## src/rtl/regfile_sb_if.sv

```systemverilog
// Decode/writeback-facing bundle of the register file: two read ports, one write port, issue and bulk clear.
// The master drives addresses, write data and control; the slave returns data, ready flags and busy.
interface regfile_sb_if #(
  parameter int ADDR_WIDTH = 5,
  parameter int DATA_WIDTH = 32
);
  logic [ADDR_WIDTH-1:0] A1;
  logic [ADDR_WIDTH-1:0] A2;
  logic [DATA_WIDTH-1:0] RD1;
  logic [DATA_WIDTH-1:0] RD2;
  logic                  RDY1;
  logic                  RDY2;
  logic [ADDR_WIDTH-1:0] A3;
  logic [DATA_WIDTH-1:0] WD3;
  logic                  WE3;
  logic                  ISSUE_EN;
  logic [ADDR_WIDTH-1:0] ISSUE_ADDR;
  logic                  CLR_START;
  logic                  CLR_BUSY;

  modport master (
    output A1, A2, A3, WD3, WE3, ISSUE_EN, ISSUE_ADDR, CLR_START,
    input  RD1, RD2, RDY1, RDY2, CLR_BUSY
  );

  modport slave (
    input  A1, A2, A3, WD3, WE3, ISSUE_EN, ISSUE_ADDR, CLR_START,
    output RD1, RD2, RDY1, RDY2, CLR_BUSY
  );
endinterface

```

## src/rtl/regfile_sb.sv

```systemverilog
// Register file with pending-write scoreboard and bulk clear; reads are zero-latency, writes land at the next edge.
// No backpressure: during a clear, writes, issues and clear requests are dropped and both ready flags are held low.
module regfile_sb #(
  parameter int ADDR_WIDTH = 5,
  parameter int DATA_WIDTH = 32,
  parameter int ZERO_REG   = 1,
  parameter int BYPASS     = 1
) (
  input  logic         CLK,
  input  logic         reset,
  regfile_sb_if.slave  bus
);
  localparam int DEPTH = 2 ** ADDR_WIDTH;

  typedef enum logic {
    IDLE     = 1'b0,
    CLEARING = 1'b1
  } state_t;

  state_t                state_q;
  logic [ADDR_WIDTH-1:0] cnt_q;
  logic                  busy_q;

  logic [DATA_WIDTH-1:0] regs_q [DEPTH];
  logic [DATA_WIDTH-1:0] regs_d [DEPTH];
  logic [DEPTH-1:0]      pend_q;
  logic [DEPTH-1:0]      pend_d;

  logic idle;
  logic wr_ok;
  logic iss_ok;
  logic zero1;
  logic zero2;
  logic byp1;
  logic byp2;

  assign idle   = (state_q == IDLE);
  assign wr_ok  = idle && bus.WE3 && !((ZERO_REG != 0) && (bus.A3 == '0));
  assign iss_ok = idle && bus.ISSUE_EN && !((ZERO_REG != 0) && (bus.ISSUE_ADDR == '0));

  // wr_ok already excludes the clear, so forwarding is off while clearing.
  assign zero1 = (ZERO_REG != 0) && (bus.A1 == '0);
  assign zero2 = (ZERO_REG != 0) && (bus.A2 == '0);
  assign byp1  = (BYPASS != 0) && wr_ok && (bus.A3 == bus.A1);
  assign byp2  = (BYPASS != 0) && wr_ok && (bus.A3 == bus.A2);

  assign bus.RD1  = zero1 ? '0 : (byp1 ? bus.WD3 : regs_q[bus.A1]);
  assign bus.RD2  = zero2 ? '0 : (byp2 ? bus.WD3 : regs_q[bus.A2]);
  assign bus.RDY1 = idle && (zero1 || byp1 || !pend_q[bus.A1]);
  assign bus.RDY2 = idle && (zero2 || byp2 || !pend_q[bus.A2]);
  assign bus.CLR_BUSY = busy_q;

  always_comb begin
    regs_d = regs_q;
    pend_d = pend_q;
    if (!idle) begin
      regs_d[cnt_q] = '0;
      pend_d[cnt_q] = 1'b0;
    end else begin
      if (wr_ok) begin
        regs_d[bus.A3] = bus.WD3;
        pend_d[bus.A3] = 1'b0;
      end
      // Issue is applied last so it wins over a same-address write.
      if (iss_ok) begin
        pend_d[bus.ISSUE_ADDR] = 1'b1;
      end
    end
  end

  always_ff @(posedge CLK) begin
    if (!reset) begin
      for (int i = 0; i < DEPTH; i++) begin
        regs_q[i] <= '0;
      end
      pend_q <= '0;
    end else begin
      regs_q <= regs_d;
      pend_q <= pend_d;
    end
  end

  always_ff @(posedge CLK) begin
    if (!reset) begin
      state_q <= IDLE;
      cnt_q   <= '0;
      busy_q  <= 1'b0;
    end else begin
      case (state_q)
        IDLE: begin
          if (bus.CLR_START) begin
            state_q <= CLEARING;
            cnt_q   <= '0;
            busy_q  <= 1'b1;
          end
        end
        CLEARING: begin
          cnt_q <= cnt_q + ADDR_WIDTH'(1);
          if (&cnt_q) begin
            state_q <= IDLE;
            busy_q  <= 1'b0;
          end
        end
        default: begin
          state_q <= IDLE;
          busy_q  <= 1'b0;
        end
      endcase
    end
  end
endmodule

```

## src/flat_wrapper.sv

```systemverilog
// flat-port wrapper written by rule: the top's interface ports become plain ports
module regfile_sb_flat 
#(
  parameter int ADDR_WIDTH = 5,
  parameter int DATA_WIDTH = 32,
  parameter int ZERO_REG   = 1,
  parameter int BYPASS     = 1
)
  (CLK, reset, bus_A1, bus_A2, bus_A3, bus_WD3, bus_WE3, bus_ISSUE_EN, bus_ISSUE_ADDR, bus_CLR_START, bus_RD1, bus_RD2, bus_RDY1, bus_RDY2, bus_CLR_BUSY);
  regfile_sb_if #(.ADDR_WIDTH(ADDR_WIDTH), .DATA_WIDTH(DATA_WIDTH)) bus_i ();
  input  logic CLK;
  input  logic reset;
  input wire logic [$bits(bus_i.A1)-1:0] bus_A1;
  input wire logic [$bits(bus_i.A2)-1:0] bus_A2;
  input wire logic [$bits(bus_i.A3)-1:0] bus_A3;
  input wire logic [$bits(bus_i.WD3)-1:0] bus_WD3;
  input wire logic [$bits(bus_i.WE3)-1:0] bus_WE3;
  input wire logic [$bits(bus_i.ISSUE_EN)-1:0] bus_ISSUE_EN;
  input wire logic [$bits(bus_i.ISSUE_ADDR)-1:0] bus_ISSUE_ADDR;
  input wire logic [$bits(bus_i.CLR_START)-1:0] bus_CLR_START;
  output wire logic [$bits(bus_i.RD1)-1:0] bus_RD1;
  output wire logic [$bits(bus_i.RD2)-1:0] bus_RD2;
  output wire logic [$bits(bus_i.RDY1)-1:0] bus_RDY1;
  output wire logic [$bits(bus_i.RDY2)-1:0] bus_RDY2;
  output wire logic [$bits(bus_i.CLR_BUSY)-1:0] bus_CLR_BUSY;
  assign bus_i.A1 = bus_A1;
  assign bus_i.A2 = bus_A2;
  assign bus_i.A3 = bus_A3;
  assign bus_i.WD3 = bus_WD3;
  assign bus_i.WE3 = bus_WE3;
  assign bus_i.ISSUE_EN = bus_ISSUE_EN;
  assign bus_i.ISSUE_ADDR = bus_ISSUE_ADDR;
  assign bus_i.CLR_START = bus_CLR_START;
  assign bus_RD1 = bus_i.RD1;
  assign bus_RD2 = bus_i.RD2;
  assign bus_RDY1 = bus_i.RDY1;
  assign bus_RDY2 = bus_i.RDY2;
  assign bus_CLR_BUSY = bus_i.CLR_BUSY;
  regfile_sb #(.ADDR_WIDTH(ADDR_WIDTH), .DATA_WIDTH(DATA_WIDTH), .ZERO_REG(ZERO_REG), .BYPASS(BYPASS)) u_core (.CLK(CLK), .reset(reset), .bus(bus_i));
endmodule
```

## config.mk

```make
export PLATFORM = sky130hd
export DESIGN_NAME = regfile_sb_flat
export DESIGN_NICKNAME = d
export VERILOG_FILES = /design/src/rtl/regfile_sb_if.sv /design/src/rtl/regfile_sb.sv /design/src/flat_wrapper.sv
export SDC_FILE = /design/constraint.sdc
export NUM_CORES = 2
export LEC_CHECK = 0
export ABC_CLOCK_PERIOD_IN_PS = 3060
export BUFFER_PORTS_ARGS = -buffer_cell sky130_fd_sc_hd__buf_2
export CORE_UTILIZATION = 51
export DETAILED_ROUTE_END_ITERATION = 10
export PLACE_DENSITY_LB_ADDON = 0.05
export SYNTH_ARGS = -nofsm -noshare
export SYNTH_HDL_FRONTEND = slang
export SYNTH_SLANG_ARGS = --single-unit
```

## constraint.sdc

```tcl
create_clock -name CLK -period 3.06 [get_ports CLK]
set_input_delay 0.612 -clock CLK [delete_from_list [all_inputs] [get_ports CLK]]
set_output_delay 0.612 -clock CLK [all_outputs]
set_load 0.005 [all_outputs]
```

# Word-level counts from Yosys, hierarchy flattened
# Index checks and enable logic that the tools add are counted.
[totals] register_bits=1063 out_inout_bits=67 word_cells=134
[op_classes] n_addsub=1 n_lt_le_gt_ge=14 eq_ne=4 n_mux=39 n_bitwise=12 reduce_logical=28
[ops] cell="$mux W1024" n=2
[ops] cell="$and A1024 B1024 Y1024" n=1
[ops] cell="$bwmux W1024" n=1
[ops] cell="$not A1024 Y1024" n=1
[ops] cell="$mux W32" n=14
[ops] cell="$bmux W32 S5" n=2
[ops] cell="$demux W32 S5" n=2
[ops] cell="$and A32 B32 Y32" n=2
[ops] cell="$not A32 Y32" n=2
[ops] cell="$or A32 B32 Y32" n=1
[ops] cell="$lt A5 B6 Y1 const B" n=5
[ops] cell="$ge A6 B6 Y1 const B" n=4
[ops] cell="$not A5 Y6" n=4
[ops] cell="$logic_not A5 Y1" n=4
[ops] cell="$demux W1 S5" n=3
[ops] cell="$ge A5 B1 Y1 const B" n=3
[ops] cell="$logic_and A1 B1 Y1" n=13
[ops] cell="$lt A6 B1 Y1 const B" n=2
[ops] cell="$bmux W1 S5" n=2
[ops] cell="$eq A5 B5 Y1" n=2
[ops] cell="$pmux W5 S2" n=1
[ops] cell="$mux W1" n=9
[ops] cell="$add A5 B1 Y5 const B" n=1
[ops] cell="$mux W5" n=1
[ops] cell="8 further kinds" n=16

# Logic depth before layout (Yosys ltp)
[depth] depth_word=11 ltp_mapped=11 mapped_depth_nobuf=6

# Least setup slack after synthesis
# Ideal clock, no wire load.
[synth_timing] kind="input port to output port" startpoint="in bus_A1[1]" endpoint="out bus_RD1[27]" arrival_time_ns=2.427 required_time_ns=2.448 slack_ns=0.021 path_stages=7 n_path_buf=4 cell_sequence="buf_2 -> buf_2 -> clkbuf_1 -> buf_1 -> mux4_2 -> a221oi_1 -> o22ai_1"
[synth_via] elab_chain_cells=6 word_cells_on_any_way=9
[synth_lines] element="start, declared" line_no="flat_wrapper.sv:13" source="input wire logic [$bits(bus_i.A1)-1:0] bus_A1;"
[synth_lines] element="$not A5 Y6 (not written as such)" line_no="regfile_sb.sv:47" source="assign bus.RD1 = zero1 ? '0 : (byp1 ? bus.WD3 : regs_q[bus.A1]);"
[synth_lines] element="$bmux W32 S5" line_no="regfile_sb.sv:47"
[synth_lines] element="$mux W32 (not written as such) (2 in a row)" line_no="regfile_sb.sv:47"
[synth_lines] element="$mux W32" line_no="regfile_sb.sv:47"
[synth_lines] element="$mux W32 (*)" line_no="regfile_sb.sv:47"
[synth_lines] element="end, declared" line_no="flat_wrapper.sv:21" source="output wire logic [$bits(bus_i.RD1)-1:0] bus_RD1;"
# Mark *: on every way between the ends. The rest lies on a longest branch, timed or not. The select of a mux whose other input is x is not followed.

# Worst setup path in the final report
[layout_timing] startpoint="in bus_A1[0]" endpoint="out bus_RD1[29]"
# The elaborated chain is that of the path after synthesis.

==> flow_summary.yaml <==
status:
  status: "finished with violations"
  violations: "setup timing"
sta:
  setup_slack_ns: -0.4291
  finClkSkew_ns: 0.01839
  fmax_ghz: 0.2866
  min_period_over_period_pct: 114.0
  setup_violations: 66
  maxSlewHeadroom_pct: 8.296
  min_period_ns: 3.489
  whs_ns: 0.1891
  hold_viol_final: 0
  worst_pin_slew_ns: 1.372
  slew_viol_final: 0
  rsz0062_at_grt: "yes"
clock_network:
  clk_pin_slew_ns: 0.06
  clock_sinks: 1063
  htree_levels: 3
  clkLatencyLatePin_ns: 0.74
  cts_tree: "done"
  cts_buffers: 118
  clockRootBuffer: "clkbuf_16"
  cts_max_path_buffers: 3
  cts_hold_buf: 0
synthesis:
  synth_top_area_cell: "dfxtp_1"
  synthTopCellsByArea: "dfxtp_1 40%, a22oi_1 15%, mux4_2 14%"
  async_flop_share_pct: 0
  synthDistinctLibCells: 61
  ys_warn_count: 0
  ys_seq_area_share_pct: 39.53
  syn_nets: 5670
  synth.avg_cell_area_um2: 9.598
  netlist_instances: 5608
  synthFlopType: "dfxtp_1"
  synth_top_area_share_pct: 39.53
  synth-edff-count: 0
  netlist_area_um2: 53830
  ys_ff_latch: 1063
critical_path:
  worstPathBufferInverterCount: 6
  critical-path-top-delay-family: "buffers and inverters"
  crit_path_max_fanout: 8
  endpoint_kind: "output pin"
  slowest_delay_ns: 0.44
  cp_slowest_cell: "a311o_2"
  cp.arrival_ns: 2.88
  required_ns: 2.45
  startpoint_type: "primary input"
  path_common_cell: "buf_4"
  path_cells: "buf_16 -> buf_4 -> xor2_1 -> nor4_2 -> buf_4 -> nand2_2 -> o211ai_1 -> buf_4 -> buf_12 -> a21oi_2 -> a311o_2 -> buf_2"
  crit_type: "in -> out"
routing:
  top_layer: "met5"
  wl_met1_um: 96020
  drt_pre_antenna_iters: 7
  route.met3.wl_um: 40980
  met2_length_um: 105700
  wirelength_um: 260600
  vias: 54631
  ant_nets: 0
  viasPerCell: 7.299
  route.detailed.drc: 0
  drt_iter0_drc: 9665
  wl_per_cell_um: 34.81
layout:
  area_growth_pct: 27.31
  register_area_um2: 21290
  final_nets: 6064
  stdcell_count: 7485
  mostFrequentLayoutCell: "dfxtp_1"
  n_fill_cell: 8410
  multiInputGateArea_um2: 31830
  final_cell_mix: "1053 x dfxtp_1, 1044 x a22oi_1, 1041 x nor2_1"
  finalInstanceArea_um2: 68530
  drive_gt1_share_pct: 30.69
placed_design:
  gp_congestion: 1.021
  port_buffers: 123
  dpl.cell_count: 7167
  hpwlAfterDp_um: 168200
  dp_worst_setup_slack_ns: -0.9927
  post_dp_cell_area_um2: 61150
floorplan:
  die_area_um2: 106800
  ios: 124
  die_w_um: 326.9
  start_util_pct: 51.71
  fp.coreArea_um2: 104100
  rows: 118
  die_y_um: 326.9
global_route:
  grt_pass1_wl_um: 367400
  grt_max_degree: 121
  overflow: 0
  grt_usage_pct: 47.07
  antenna_found_initial: 10
  first_global_vias: 50509
pwr:
  ir_drop_mv: 0.5191
  power_w: 0.03417
  powerDensity_nw_per_um2: 498.7
  leakagePower_nw: 25.49
flow_run:
  cap_violations: 0
min_path:
  hold_class: "in -> reg"
-- where the power goes --
| part | internal [W] | leakage (nW) | total [W] | switching, W |
|---|---|---|---|---|
| Sequential | 0.0139 | 8.58 | 0.0140 | 0.0000965 |
| Combinational | 0.00182 | 14.9 | 0.00465 | 0.00282 |
| Clock | 0.00917 | 2.06 | 0.0155 | 0.00631 |
| Total | 0.0249 | 25.5 | 0.0342 | 0.00923 |
-- worst reg2reg max path, delay by kind of cell, from the launching register on --
| family | cells | cell delay [ns] |
|---|---|---|
| buf+inv | 3 | 0.68 |
| fa+ha+maj | 1 | 0.23 |
| compound gates | 2 | 1.16 |
| flops | 1 | 0.44 |
| simple gates | 2 | 0.31 |
-- worst paths after layout --
| kind | startpoint | to | slack, ns | cells past startpoint |
|---|---|---|---|---|
| setup / recovery | bus_A1[0] | bus_RD1[29] | -0.43 | 12 |
| hold / removal | reset | u_core.state_q$_SDFF_PN0_ | 0.19 | 3 |
| setup reg to reg | u_core.cnt_q[0]$_SDFFE_PN0P_ | u_core.regs_q[820]$_SDFFE_PN0P_ | 0.17 | 8 |
| hold reg to reg | u_core.regs_q[1000]$_SDFFE_PN0P_ | u_core.regs_q[1000]$_SDFFE_PN0P_ | 0.49 | 1 |
-- synthesized netlist by cell type (7+ instances only) --
library cell and number:
a22o_1 15, a311oi_1 7, nor2b_1 27, inv_1 17
buf_2 66, a31oi_1 13, o2111ai_1 9, and2_1 43
nand3_1 33, mux4_2 343, nand2b_1 16, a22oi_1 1049
nor2_1 1092, o21ai_0 123, o22a_1 22, mux2i_1 303
o211ai_1 23, clkbuf_1 532, mux2_2 68, clkbuf_2 8
nor3_1 30, a21oi_1 138, buf_1 37, xor2_1 8
buf_4 38, nor3b_1 11, dfxtp_1 1063, nand2_1 136
o221ai_1 19, a221oi_1 95, o22ai_1 88, a211oi_1 32
a221o_1 11, nor4_1 15
-- per-layer routing --
| metal | track usage (%) | up-vias |
|---|---|---|
| met3 | 16.47 | 1033 |
| met2 | 65.55 | 4735 |
| met4 | 27.03 | 12 |
| li1 | - | 22031 |
| met1 | 63.01 | 26820 |
| met5 | 0 | - |
-- stage by stage --
| stage | utilization, % | setup TNS, ns |
|---|---|---|
| after global routing | 65.83 | -19.02 |
| after floorplan | - | 0 |
| after CTS | 65.04 | -12.77 |
| after detailed placement | 58.75 | -26.99 |
| after global placement | 58.75 | -28.43 |
| final | 65.84 | -16.83 |
-- state kept, by name, indices dropped and copies added (netlist names) --
name                 flops
u_core.bus.CLR_BUSY      1
u_core.state_q           1
u_core.cnt_q             5
u_core.regs_q         1024
u_core.pend_q           32
-- kinds of logic (layout without fill, tap and decap cells) --
group | after synthesis | count (layout) | share of synthesized area [%]
adders and majority gates | 5 | 5 | 0.1162
AOI/OAI and AO/OA | 1686 | 1686 | 22.60
and+or+nand+nor | 1430 | 1431 | 10.83
xor gates and xnor gates | 10 | 10 | 0.1627
other | 0 | 6 | 0
buffers and inverters | 700 | 1190 | 5.346
muxes | 714 | 714 | 21.41
DFF | 1063 | 1063 | 39.53
-- final cells by class --
class | instances | area share, %
Sequential cell | 1063 | 31.07
Clock inverter | 60 | 1.159
Timing Repair Buffer | 956 | 13.78
Inverter | 17 | 0.1041
Clock buffer | 157 | 4.893
Multi-Input combinational cell | 3846 | 46.45
Antenna cell | 6 | 0.02191
Tap cell | 1380 | 2.520
-- what timing repair did --
action | 4_1_cts | 5_1_grt
endpoints found under the setup margin | 66 | 66
buffers inserted | 62 | 38
gates resized for setup | 383 | 123
pin swaps | 72 | 39
cloned | 9 | 6
endpoints found under the hold margin | 0 | 0
(Power assumes the default switching activity.)
